<file path="src/rtl/drive_pkg.sv">
// Shared types, saturating helpers and parameter checks for drive_ctrl.
// Arithmetic helpers work in 32 bits so callers never see wrap-around.
package drive_pkg;

    typedef enum logic [2:0] {
        ST_IDLE  = 3'd0,
        ST_ACCEL = 3'd1,
        ST_BRAKE = 3'd2,
        ST_COAST = 3'd3,
        ST_LIMIT = 3'd4
    } drive_state_t;

    localparam int MIN_TICKS = 1;
    localparam int MAX_GEAR_W = 30;

    function automatic bit cfg_ok(
        input int lw,
        input int gw,
        input int ng,
        input int dly,
        input int rate,
        input int cdiv
    );
        return (lw >= 1) && (gw >= 1) && (gw <= MAX_GEAR_W)
            && (ng < (1 << gw))
            && (dly >= MIN_TICKS) && (rate >= MIN_TICKS)
            && (cdiv >= MIN_TICKS);
    endfunction

    function automatic logic [31:0] sat_sub(
        input logic [31:0] a,
        input logic [31:0] b
    );
        return (a > b) ? (a - b) : 32'd0;
    endfunction

    function automatic logic [31:0] sat_add(
        input logic [31:0] a,
        input logic [31:0] b,
        input logic [31:0] cap
    );
        logic [31:0] s;
        s = a + b;
        return (s > cap) ? cap : s;
    endfunction

endpackage

</file>
<file path="src/rtl/drive_ctrl_if.sv">
// Control inputs and dashboard outputs of the drive controller.
// The producer side (debouncers / bench) uses master, drive_ctrl uses slave.
interface drive_ctrl_if
    import drive_pkg::*;
#(
    parameter int LEVEL_W = 4,
    parameter int GEAR_W  = 3
) ();

    logic               tick;
    logic               accel;
    logic               decel;
    logic [GEAR_W-1:0]  gear;
    logic [LEVEL_W-1:0] speed_level;
    logic [LEVEL_W-1:0] max_level;
    drive_state_t       state;
    logic               overspeed;
    logic               level_changed;

    modport master (
        output tick, accel, decel, gear,
        input  speed_level, max_level, state, overspeed, level_changed
    );

    modport slave (
        input  tick, accel, decel, gear,
        output speed_level, max_level, state, overspeed, level_changed
    );

endinterface

</file>
<file path="src/rtl/hold_repeat.sv">
// Press detection with auto-repeat: steps at ticks 0, D, D+R, D+2R, ...
// A cleared counter while still held fires on the next uncleared tick.
module hold_repeat #(
    parameter int REPEAT_DLY  = 4,
    parameter int REPEAT_RATE = 2
) (
    input  logic clk,
    input  logic rst,
    input  logic i_tick,
    input  logic i_btn,
    input  logic i_clr,
    output logic o_step
);

    localparam int CNT_MAX = (REPEAT_DLY > REPEAT_RATE) ? REPEAT_DLY : REPEAT_RATE;
    localparam int CNT_W   = $clog2(CNT_MAX + 1);

    logic             r_prev;
    logic [CNT_W-1:0] r_cnt;
    logic [CNT_W-1:0] w_cnt_nxt;
    logic             w_press;
    logic             w_expire;

    always_comb begin
        w_press   = i_btn && !r_prev;
        w_expire  = i_btn && r_prev && (r_cnt <= CNT_W'(1));
        o_step    = i_tick && (w_press || w_expire);
        w_cnt_nxt = r_cnt;
        if (!i_btn || i_clr) begin
            w_cnt_nxt = '0;
        end else if (w_press) begin
            w_cnt_nxt = CNT_W'(REPEAT_DLY);
        end else if (w_expire) begin
            w_cnt_nxt = CNT_W'(REPEAT_RATE);
        end else begin
            w_cnt_nxt = r_cnt - CNT_W'(1);
        end
    end

    always_ff @(posedge clk) begin
        if (rst) begin
            r_prev <= 1'b0;
            r_cnt  <= '0;
        end else if (i_tick) begin
            r_prev <= i_btn;
            r_cnt  <= w_cnt_nxt;
        end
    end

endmodule

</file>
<file path="src/rtl/drive_ctrl.sv">
// Drive controller: gear ceiling, hold-to-repeat accel/brake, timed coast
// and gradual overspeed decay, all stepping on the tick strobe.
module drive_ctrl
    import drive_pkg::*;
#(
    parameter int LEVEL_W     = 4,
    parameter int GEAR_W      = 3,
    parameter int NUM_GEARS   = 5,
    parameter int GEAR_STEP   = 3,
    parameter int ACCEL_STEP  = 1,
    parameter int DECEL_STEP  = 2,
    parameter int REPEAT_DLY  = 4,
    parameter int REPEAT_RATE = 2,
    parameter int COAST_DIV   = 8
) (
    input logic        clk,
    input logic        rst,
    drive_ctrl_if.slave bus
);

    localparam int XW     = LEVEL_W + 1;
    localparam int CW     = (COAST_DIV > 1) ? $clog2(COAST_DIV) : 1;
    localparam int LVLTOP = (1 << LEVEL_W) - 1;

    if (!cfg_ok(LEVEL_W, GEAR_W, NUM_GEARS, REPEAT_DLY, REPEAT_RATE, COAST_DIV))
    begin : g_bad_cfg
        $error("drive_ctrl: illegal parameter set");
    end

    drive_state_t       r_state;
    drive_state_t       w_state_nxt;
    logic [LEVEL_W-1:0] r_speed;
    logic [LEVEL_W-1:0] r_max;
    logic [CW-1:0]      r_coast;
    logic [CW-1:0]      w_coast_nxt;
    logic               r_chg;

    logic [XW-1:0]      w_spd;
    logic [XW-1:0]      w_max;
    logic [XW-1:0]      w_spd_nxt;
    logic [31:0]        w_prod;
    logic [31:0]        w_sub;
    logic [LEVEL_W-1:0] w_ceil;
    logic               w_over;
    logic               w_brake;
    logic               w_acc;
    logic               w_cst;
    logic               w_astep;
    logic               w_dstep;

    hold_repeat #(
        .REPEAT_DLY (REPEAT_DLY),
        .REPEAT_RATE(REPEAT_RATE)
    ) u_accel (
        .clk   (clk),
        .rst   (rst),
        .i_tick(bus.tick),
        .i_btn (bus.accel),
        .i_clr (w_brake),
        .o_step(w_astep)
    );

    hold_repeat #(
        .REPEAT_DLY (REPEAT_DLY),
        .REPEAT_RATE(REPEAT_RATE)
    ) u_decel (
        .clk   (clk),
        .rst   (rst),
        .i_tick(bus.tick),
        .i_btn (bus.decel),
        .i_clr (1'b0),
        .o_step(w_dstep)
    );

    // Out-of-range gear indices behave as neutral.
    always_comb begin
        w_prod = 32'(bus.gear) * 32'(GEAR_STEP);
        w_ceil = '0;
        if ((bus.gear != '0) && (32'(bus.gear) <= 32'(NUM_GEARS))) begin
            w_ceil = (w_prod > 32'(LVLTOP)) ? LEVEL_W'(LVLTOP) : LEVEL_W'(w_prod);
        end
    end

    assign w_spd   = {1'b0, r_speed};
    assign w_max   = {1'b0, r_max};
    assign w_over  = w_spd > w_max;
    assign w_brake = !w_over && bus.decel;
    assign w_acc   = !w_over && !bus.decel && bus.accel && (w_spd < w_max);
    assign w_cst   = !w_over && !bus.decel && !w_acc && (w_spd != '0);

    always_comb begin
        w_state_nxt = ST_IDLE;
        w_spd_nxt   = w_spd;
        w_coast_nxt = '0;
        w_sub       = '0;
        unique case (1'b1)
            w_over: begin
                w_state_nxt = ST_LIMIT;
                w_sub = sat_sub(32'(w_spd), bus.decel ? 32'(DECEL_STEP) : 32'd1);
                w_spd_nxt = (w_sub < 32'(w_max)) ? w_max : XW'(w_sub);
            end
            w_brake: begin
                w_state_nxt = ST_BRAKE;
                if (w_dstep) begin
                    w_spd_nxt = XW'(sat_sub(32'(w_spd), 32'(DECEL_STEP)));
                end
            end
            w_acc: begin
                w_state_nxt = ST_ACCEL;
                if (w_astep) begin
                    w_spd_nxt = XW'(sat_add(32'(w_spd), 32'(ACCEL_STEP), 32'(w_max)));
                end
            end
            w_cst: begin
                w_state_nxt = ST_COAST;
                // Holding accel at the ceiling parks here without decay.
                if (!bus.accel) begin
                    if (r_coast == CW'(COAST_DIV - 1)) begin
                        w_spd_nxt = w_spd - XW'(1);
                    end else begin
                        w_coast_nxt = r_coast + CW'(1);
                    end
                end
            end
            default: begin
                w_state_nxt = ST_IDLE;
            end
        endcase
    end

    always_ff @(posedge clk) begin
        if (rst) begin
            r_state <= ST_IDLE;
            r_speed <= '0;
            r_max   <= '0;
            r_coast <= '0;
            r_chg   <= 1'b0;
        end else begin
            r_max <= w_ceil;
            r_chg <= 1'b0;
            if (bus.tick) begin
                r_state <= w_state_nxt;
                r_speed <= LEVEL_W'(w_spd_nxt);
                r_coast <= w_coast_nxt;
                r_chg   <= (LEVEL_W'(w_spd_nxt) != r_speed);
            end
        end
    end

    assign bus.speed_level   = r_speed;
    assign bus.max_level     = r_max;
    assign bus.state         = r_state;
    assign bus.overspeed     = (r_state == ST_LIMIT);
    assign bus.level_changed = r_chg;

endmodule

</file>
<file path="src/flat_wrapper.sv">
// flat-port wrapper written by rule: the top's interface ports become plain ports
module drive_ctrl_flat import drive_pkg::*;
#(
    parameter int LEVEL_W     = 4,
    parameter int GEAR_W      = 3,
    parameter int NUM_GEARS   = 5,
    parameter int GEAR_STEP   = 3,
    parameter int ACCEL_STEP  = 1,
    parameter int DECEL_STEP  = 2,
    parameter int REPEAT_DLY  = 4,
    parameter int REPEAT_RATE = 2,
    parameter int COAST_DIV   = 8
)
  (clk, rst, bus_tick, bus_accel, bus_decel, bus_gear, bus_speed_level, bus_max_level, bus_state, bus_overspeed, bus_level_changed);
  drive_ctrl_if #(.LEVEL_W(LEVEL_W), .GEAR_W(GEAR_W)) bus_i ();
  input logic clk;
  input logic rst;
  input wire logic [$bits(bus_i.tick)-1:0] bus_tick;
  input wire logic [$bits(bus_i.accel)-1:0] bus_accel;
  input wire logic [$bits(bus_i.decel)-1:0] bus_decel;
  input wire logic [$bits(bus_i.gear)-1:0] bus_gear;
  output wire logic [$bits(bus_i.speed_level)-1:0] bus_speed_level;
  output wire logic [$bits(bus_i.max_level)-1:0] bus_max_level;
  output wire logic [$bits(bus_i.state)-1:0] bus_state;
  output wire logic [$bits(bus_i.overspeed)-1:0] bus_overspeed;
  output wire logic [$bits(bus_i.level_changed)-1:0] bus_level_changed;
  assign bus_i.tick = bus_tick;
  assign bus_i.accel = bus_accel;
  assign bus_i.decel = bus_decel;
  assign bus_i.gear = bus_gear;
  assign bus_speed_level = bus_i.speed_level;
  assign bus_max_level = bus_i.max_level;
  assign bus_state = bus_i.state;
  assign bus_overspeed = bus_i.overspeed;
  assign bus_level_changed = bus_i.level_changed;
  drive_ctrl #(.LEVEL_W(LEVEL_W), .GEAR_W(GEAR_W), .NUM_GEARS(NUM_GEARS), .GEAR_STEP(GEAR_STEP), .ACCEL_STEP(ACCEL_STEP), .DECEL_STEP(DECEL_STEP), .REPEAT_DLY(REPEAT_DLY), .REPEAT_RATE(REPEAT_RATE), .COAST_DIV(COAST_DIV)) u_core (.clk(clk), .rst(rst), .bus(bus_i));
endmodule
</file>
<file path="config.mk">
export PLATFORM = sky130hd
export DESIGN_NAME = drive_ctrl_flat
export DESIGN_NICKNAME = d
export VERILOG_FILES = /design/src/rtl/drive_pkg.sv /design/src/rtl/drive_ctrl_if.sv /design/src/rtl/hold_repeat.sv /design/src/rtl/drive_ctrl.sv /design/src/flat_wrapper.sv
export SDC_FILE = /design/constraint.sdc
export NUM_CORES = 1
export LEC_CHECK = 0
export CORE_MARGIN = 2
export CORE_UTILIZATION = 55
export DETAILED_ROUTE_END_ITERATION = 7
export MAX_ROUTING_LAYER = met4
export PLACE_DENSITY = 0.83
export REMOVE_ABC_BUFFERS = 1
export SLEW_MARGIN = 20
export SYNTH_ARGS = -nofsm -noshare
export SYNTH_HDL_FRONTEND = slang
export SYNTH_SLANG_ARGS = --single-unit
</file>
<file path="constraint.sdc">
create_clock -name clk -period 13.6 [get_ports clk]
set_clock_uncertainty 0.15 [all_clocks]
set_input_delay 2.72 -clock clk [delete_from_list [all_inputs] [get_ports clk]]
set_output_delay 2.72 -clock clk [all_outputs]
set_load 0.005 [all_outputs]
</file>
==> impl_metrics.csv <==
group,metric,value,unit
worst_setup_path,critical_path_required,13.59,ns
detailed_routing,post_drt_wl_per_cell,15.66,um
worst_setup_path,timing.rr.end,"u_core.bus.level_changed$_SDFF_PP0_",
power,p_leak,1.054,nW
detailed_routing,wl_met2,2639,um
cts,postCtsSetupRepairBufs,0,
timing,report.final.slew_viol_count,0,
hold_path,hp-start,"u_core.r_coast[2]$_SDFFE_PP0P_",
worst_setup_path,critPathMostFrequentCell,"ha_1",
floorplan,dieArea,0.004714,mm^2
timing,fmaxAchievable,0.1495,GHz
worst_setup_path,r2r_start,"u_core.bus.speed_level[0]$_SDFFE_PP0P_",
layout,multiInputGateArea,0.001709,mm^2
layout,final_nets,339,
worst_setup_path,cp_cell_sequence,"clkdlybuf4s50_1 > inv_1 > ha_1 > or2b_2 > and3_1 > ha_1 > nor2_1 > ha_1 > nand4_1 > o221ai_4 > mux2_4 > a211oi_2 > nand3_1 > a221oi_2 > o32ai_2",
timing,fin_tns_setup,0,ns
layout,fillerInstances,357,
layout,syn_to_final_growth,11.53,%
detailed_routing,m1WireLength,2374,um
detailed_routing,routed_wl,5402,um
placement,io_buffers,20,
layout,drive_gt1_share,8.475,%
detailed_routing,ant_nets,0,
floorplan,start_util,57.49,%
global_routing,grt_overflow,0,
worst_setup_path,cp_slowest_cell,"clkdlybuf4s50_1",
worst_setup_path,reg2reg_depth,14,
cts,hold_buffers,0,
detailed_routing,top_layer_used,"met4",
synth,ys_types,65,
outcome,status,"complete, no violations",
placement,postPlaceCellArea,0.002519,mm^2
global_routing,grt_max_degree,23,
floorplan,die_x,68.66,um
worst_setup_path,cp_max_fo,9,
layout,final_cells,345,
worst_setup_path,path_buf_inv,2,
cts,clkTransAtPathRegs,0.09,ns
placement,post-place-ws,6.634,ns
timing,finalCriticalPeriod,6.689,ns
floorplan,fp.dieH,68.66,um
placement,place.gp.congestion,0.9176,
hold_path,holdPathStages,2,
timing,tightest_slew,0.8344,ns
global_routing,antenna_found_initial,0,
synth,synth_edf_count,0,
timing,setup_slack,6.911,ns
synth,async_reset_ff_share,0,%
placement,dpl.cell_count,341,
timing,finalSetupViolCount,0,
cts,cts_sinks,23,
global_routing,grt_use_total,25.87,%
power,power.total,447.7,uW
power,powerDensity,174.5,mW/mm^2
layout,antenna_cells,0,
worst_setup_path,regToRegSetupSlack,9.42,ns
cts,cts_tree,"built",
cts,cts_root_buffer,"clkbuf_8",
layout,finalCoreUtilization,64.12,%
worst_setup_path,cp.arrival,6.68,ns
floorplan,rows,23,
timing,timing.slew.headroom,44.20,%
synth,synth-seq-area-share,20.02,%
run,drv_cap,0,
cts,cts_max_path_buffers,2,
timing,holdWs,0.3219,ns
cts,cts_buffers,3,
timing,period_share,49.18,%
worst_setup_path,end_kind,"flop",
worst_setup_path,cp_top_family,"compound AO/OA/AOI/OAI gates",
global_routing,grt_pass1_vias,1973,
synth,ys_ff_latch,23,
global_routing,grt_pass1_wl,9018,um
detailed_routing,avgViaCountPerCell,6.130,
worst_setup_path,criticalPathCategory,"input port to flop",
detailed_routing,routed-via-count,2115,
placement,hpwl,4135,um
detailed_routing,dr.pass1.iters,4,
detailed_routing,drt_iter0_markers,161,
layout,design_area,0.002565,mm^2
hold_path,min_to,"u_core.r_coast[2]$_SDFFE_PP0P_",
hold_path,hold_path.class,"flop to flop",
detailed_routing,wl_met3,290,um
detailed_routing,drcViolationCount,0,
synth,syn_inst,279,
worst_setup_path,cp-start-kind,"input port",
timing,grt_setup_unrepaired,"false",
power,ir_drop,95.29,uV
cts,clock_latency,0.27,ns
synth,synth_ff_type,"dfxtp_1",
timing,hold_violations,0,
worst_setup_path,critical_path.max_stage_delay,0.64,ns
synth,synth.avg_cell_area,8.243,um^2
cts,cts_resized,0,
layout,seq_area,460.4,um^2
floorplan,ios,21,
floorplan,core,0.004000,mm^2
synth,synth_area,0.002300,mm^2
cts,htreeDepth,1,
synth,yosys_warnings,0,
-- worst reg2reg max path, cell delays in order, from the launching register on --
cell and delay (ns):
dfxtp_1 0.54, inv_1 0.28, ha_1 0.29, or2b_2 0.32, and3_1 0.19, ha_1 0.26, nor2_1 0.06, ha_1 0.35
nand4_1 0.16, o221ai_4 0.31, mux2_4 0.34, a211oi_2 0.27, nand3_1 0.15, a221oi_2 0.26, o32ai_2 0.11
-- placed cells by master, fill, tap and decap left out, drive strengths merged, types with 2 or more instances in the layout --
master and n:
fa 2, nand3 13, nand4b 2, xnor2 3
o22ai 4, nor2 20, ha 33, clkinv 2
mux2i 5, a31oi 3, a32o 2, nand2b 5
a21oi 31, a21boi 2, nand4 5, nor3 8
dfxtp 23, clkbuf 3, a21o 4, o21ai 12
xor2 2, nand2 25, clkdlybuf4s50 20, o21a 4
o32ai 2, mux2 4, nor2b 4, nand3b 2
and3 2, inv 20, a221oi 4, o221ai 2
a311oi 3
-- synth_stat cells (all sizes together) (2+ instances only) --
cell     n  area, um^2
nand2   25       93.84
mux2     4       52.55
nand4b   2       17.52
dfxtp   23       460.4
nand3   13       65.06
a21o     4       31.28
inv     20       75.07
nor2b    4       25.02
and3     2       12.51
a32o     2       21.27
o32ai    2       25.03
o221ai   2       35.04
nand4    5       31.28
xnor2    3       26.28
a221oi   4       47.55
clkbuf   4       15.01
xor2     2       17.52
mux2i    5       50.05
o22ai    4       25.02
a311oi   3       26.28
ha      33       412.9
a31oi    3       33.78
a21oi   31       166.4
o21a     4       30.03
fa       2       40.04
nor2    20       91.34
nand2b   5       31.28
nor3     8       45.04
nand3b   2       15.01
buf      5       36.28
a21boi   2       18.77
o21ai   12       60.05
-- where the power goes --
group | switching [mW] | leakage [nW] | internal, mW | total (mW)
registers | 0.0175 | 0.188 | 0.0764 | 0.0939
logic | 0.171 | 0.840 | 0.138 | 0.309
clock network | 0.0241 | 0.0255 | 0.0205 | 0.0446
-- logic make-up after synthesis --
group                      Yosys count  share of synthesized area (%)
DFF                                 23                          20.02
buffers and inverters               30                          5.658
AOI/OAI and AO/OA                   85                          27.53
muxes                                9                          4.461
xor gates and xnor gates             5                          1.905
adders and majority gates           35                          19.70
and+or+nand+nor                     92                          20.73
-- sequential cells by signal, indices dropped and copies added (netlist names) --
register	cells
u_core.bus.level_changed	1
u_core.u_decel.r_prev	1
u_core.bus.max_level	4
u_core.u_accel.r_prev	1
u_core.u_accel.r_cnt	3
u_core.bus.speed_level	4
u_core.bus.state	3
u_core.r_coast	3
u_core.u_decel.r_cnt	3
-- cell type report --
cell class                      instances  area share (%)
Timing Repair Buffer                   21           8.098
Clock buffer                            3           1.610
Multi-Input combinational cell        226           66.63
Tap cell                               50           2.439
Sequential cell                        23           17.95
Inverter                               21           3.073
Clock inverter                          1          0.1951
-- worst max-delay path by stage --
stage	from	endpoint	slack, ns	cells after the start
floorplan	bus_decel	u_core.bus.level_changed$_SDFF_PP0_	7.62	14
global placement	bus_decel	u_core.bus.level_changed$_SDFF_PP0_	6.76	15
detailed placement	bus_decel	u_core.bus.level_changed$_SDFF_PP0_	6.63	15
CTS	bus_decel	u_core.bus.level_changed$_SDFF_PP0_	6.94	15
global route	bus_decel	u_core.bus.level_changed$_SDFF_PP0_	6.66	15
finish	bus_decel	u_core.bus.level_changed$_SDFF_PP0_	6.91	15
-- metal layers --
layer  GRT usage [%]  vias to the layer above
met4           7.500                        0
met2           44.35                       61
li1                -                     1056
met5               -                        -
met3           4.058                       13
met1           31.23                      985
Power figures use the tool's default switching activity.
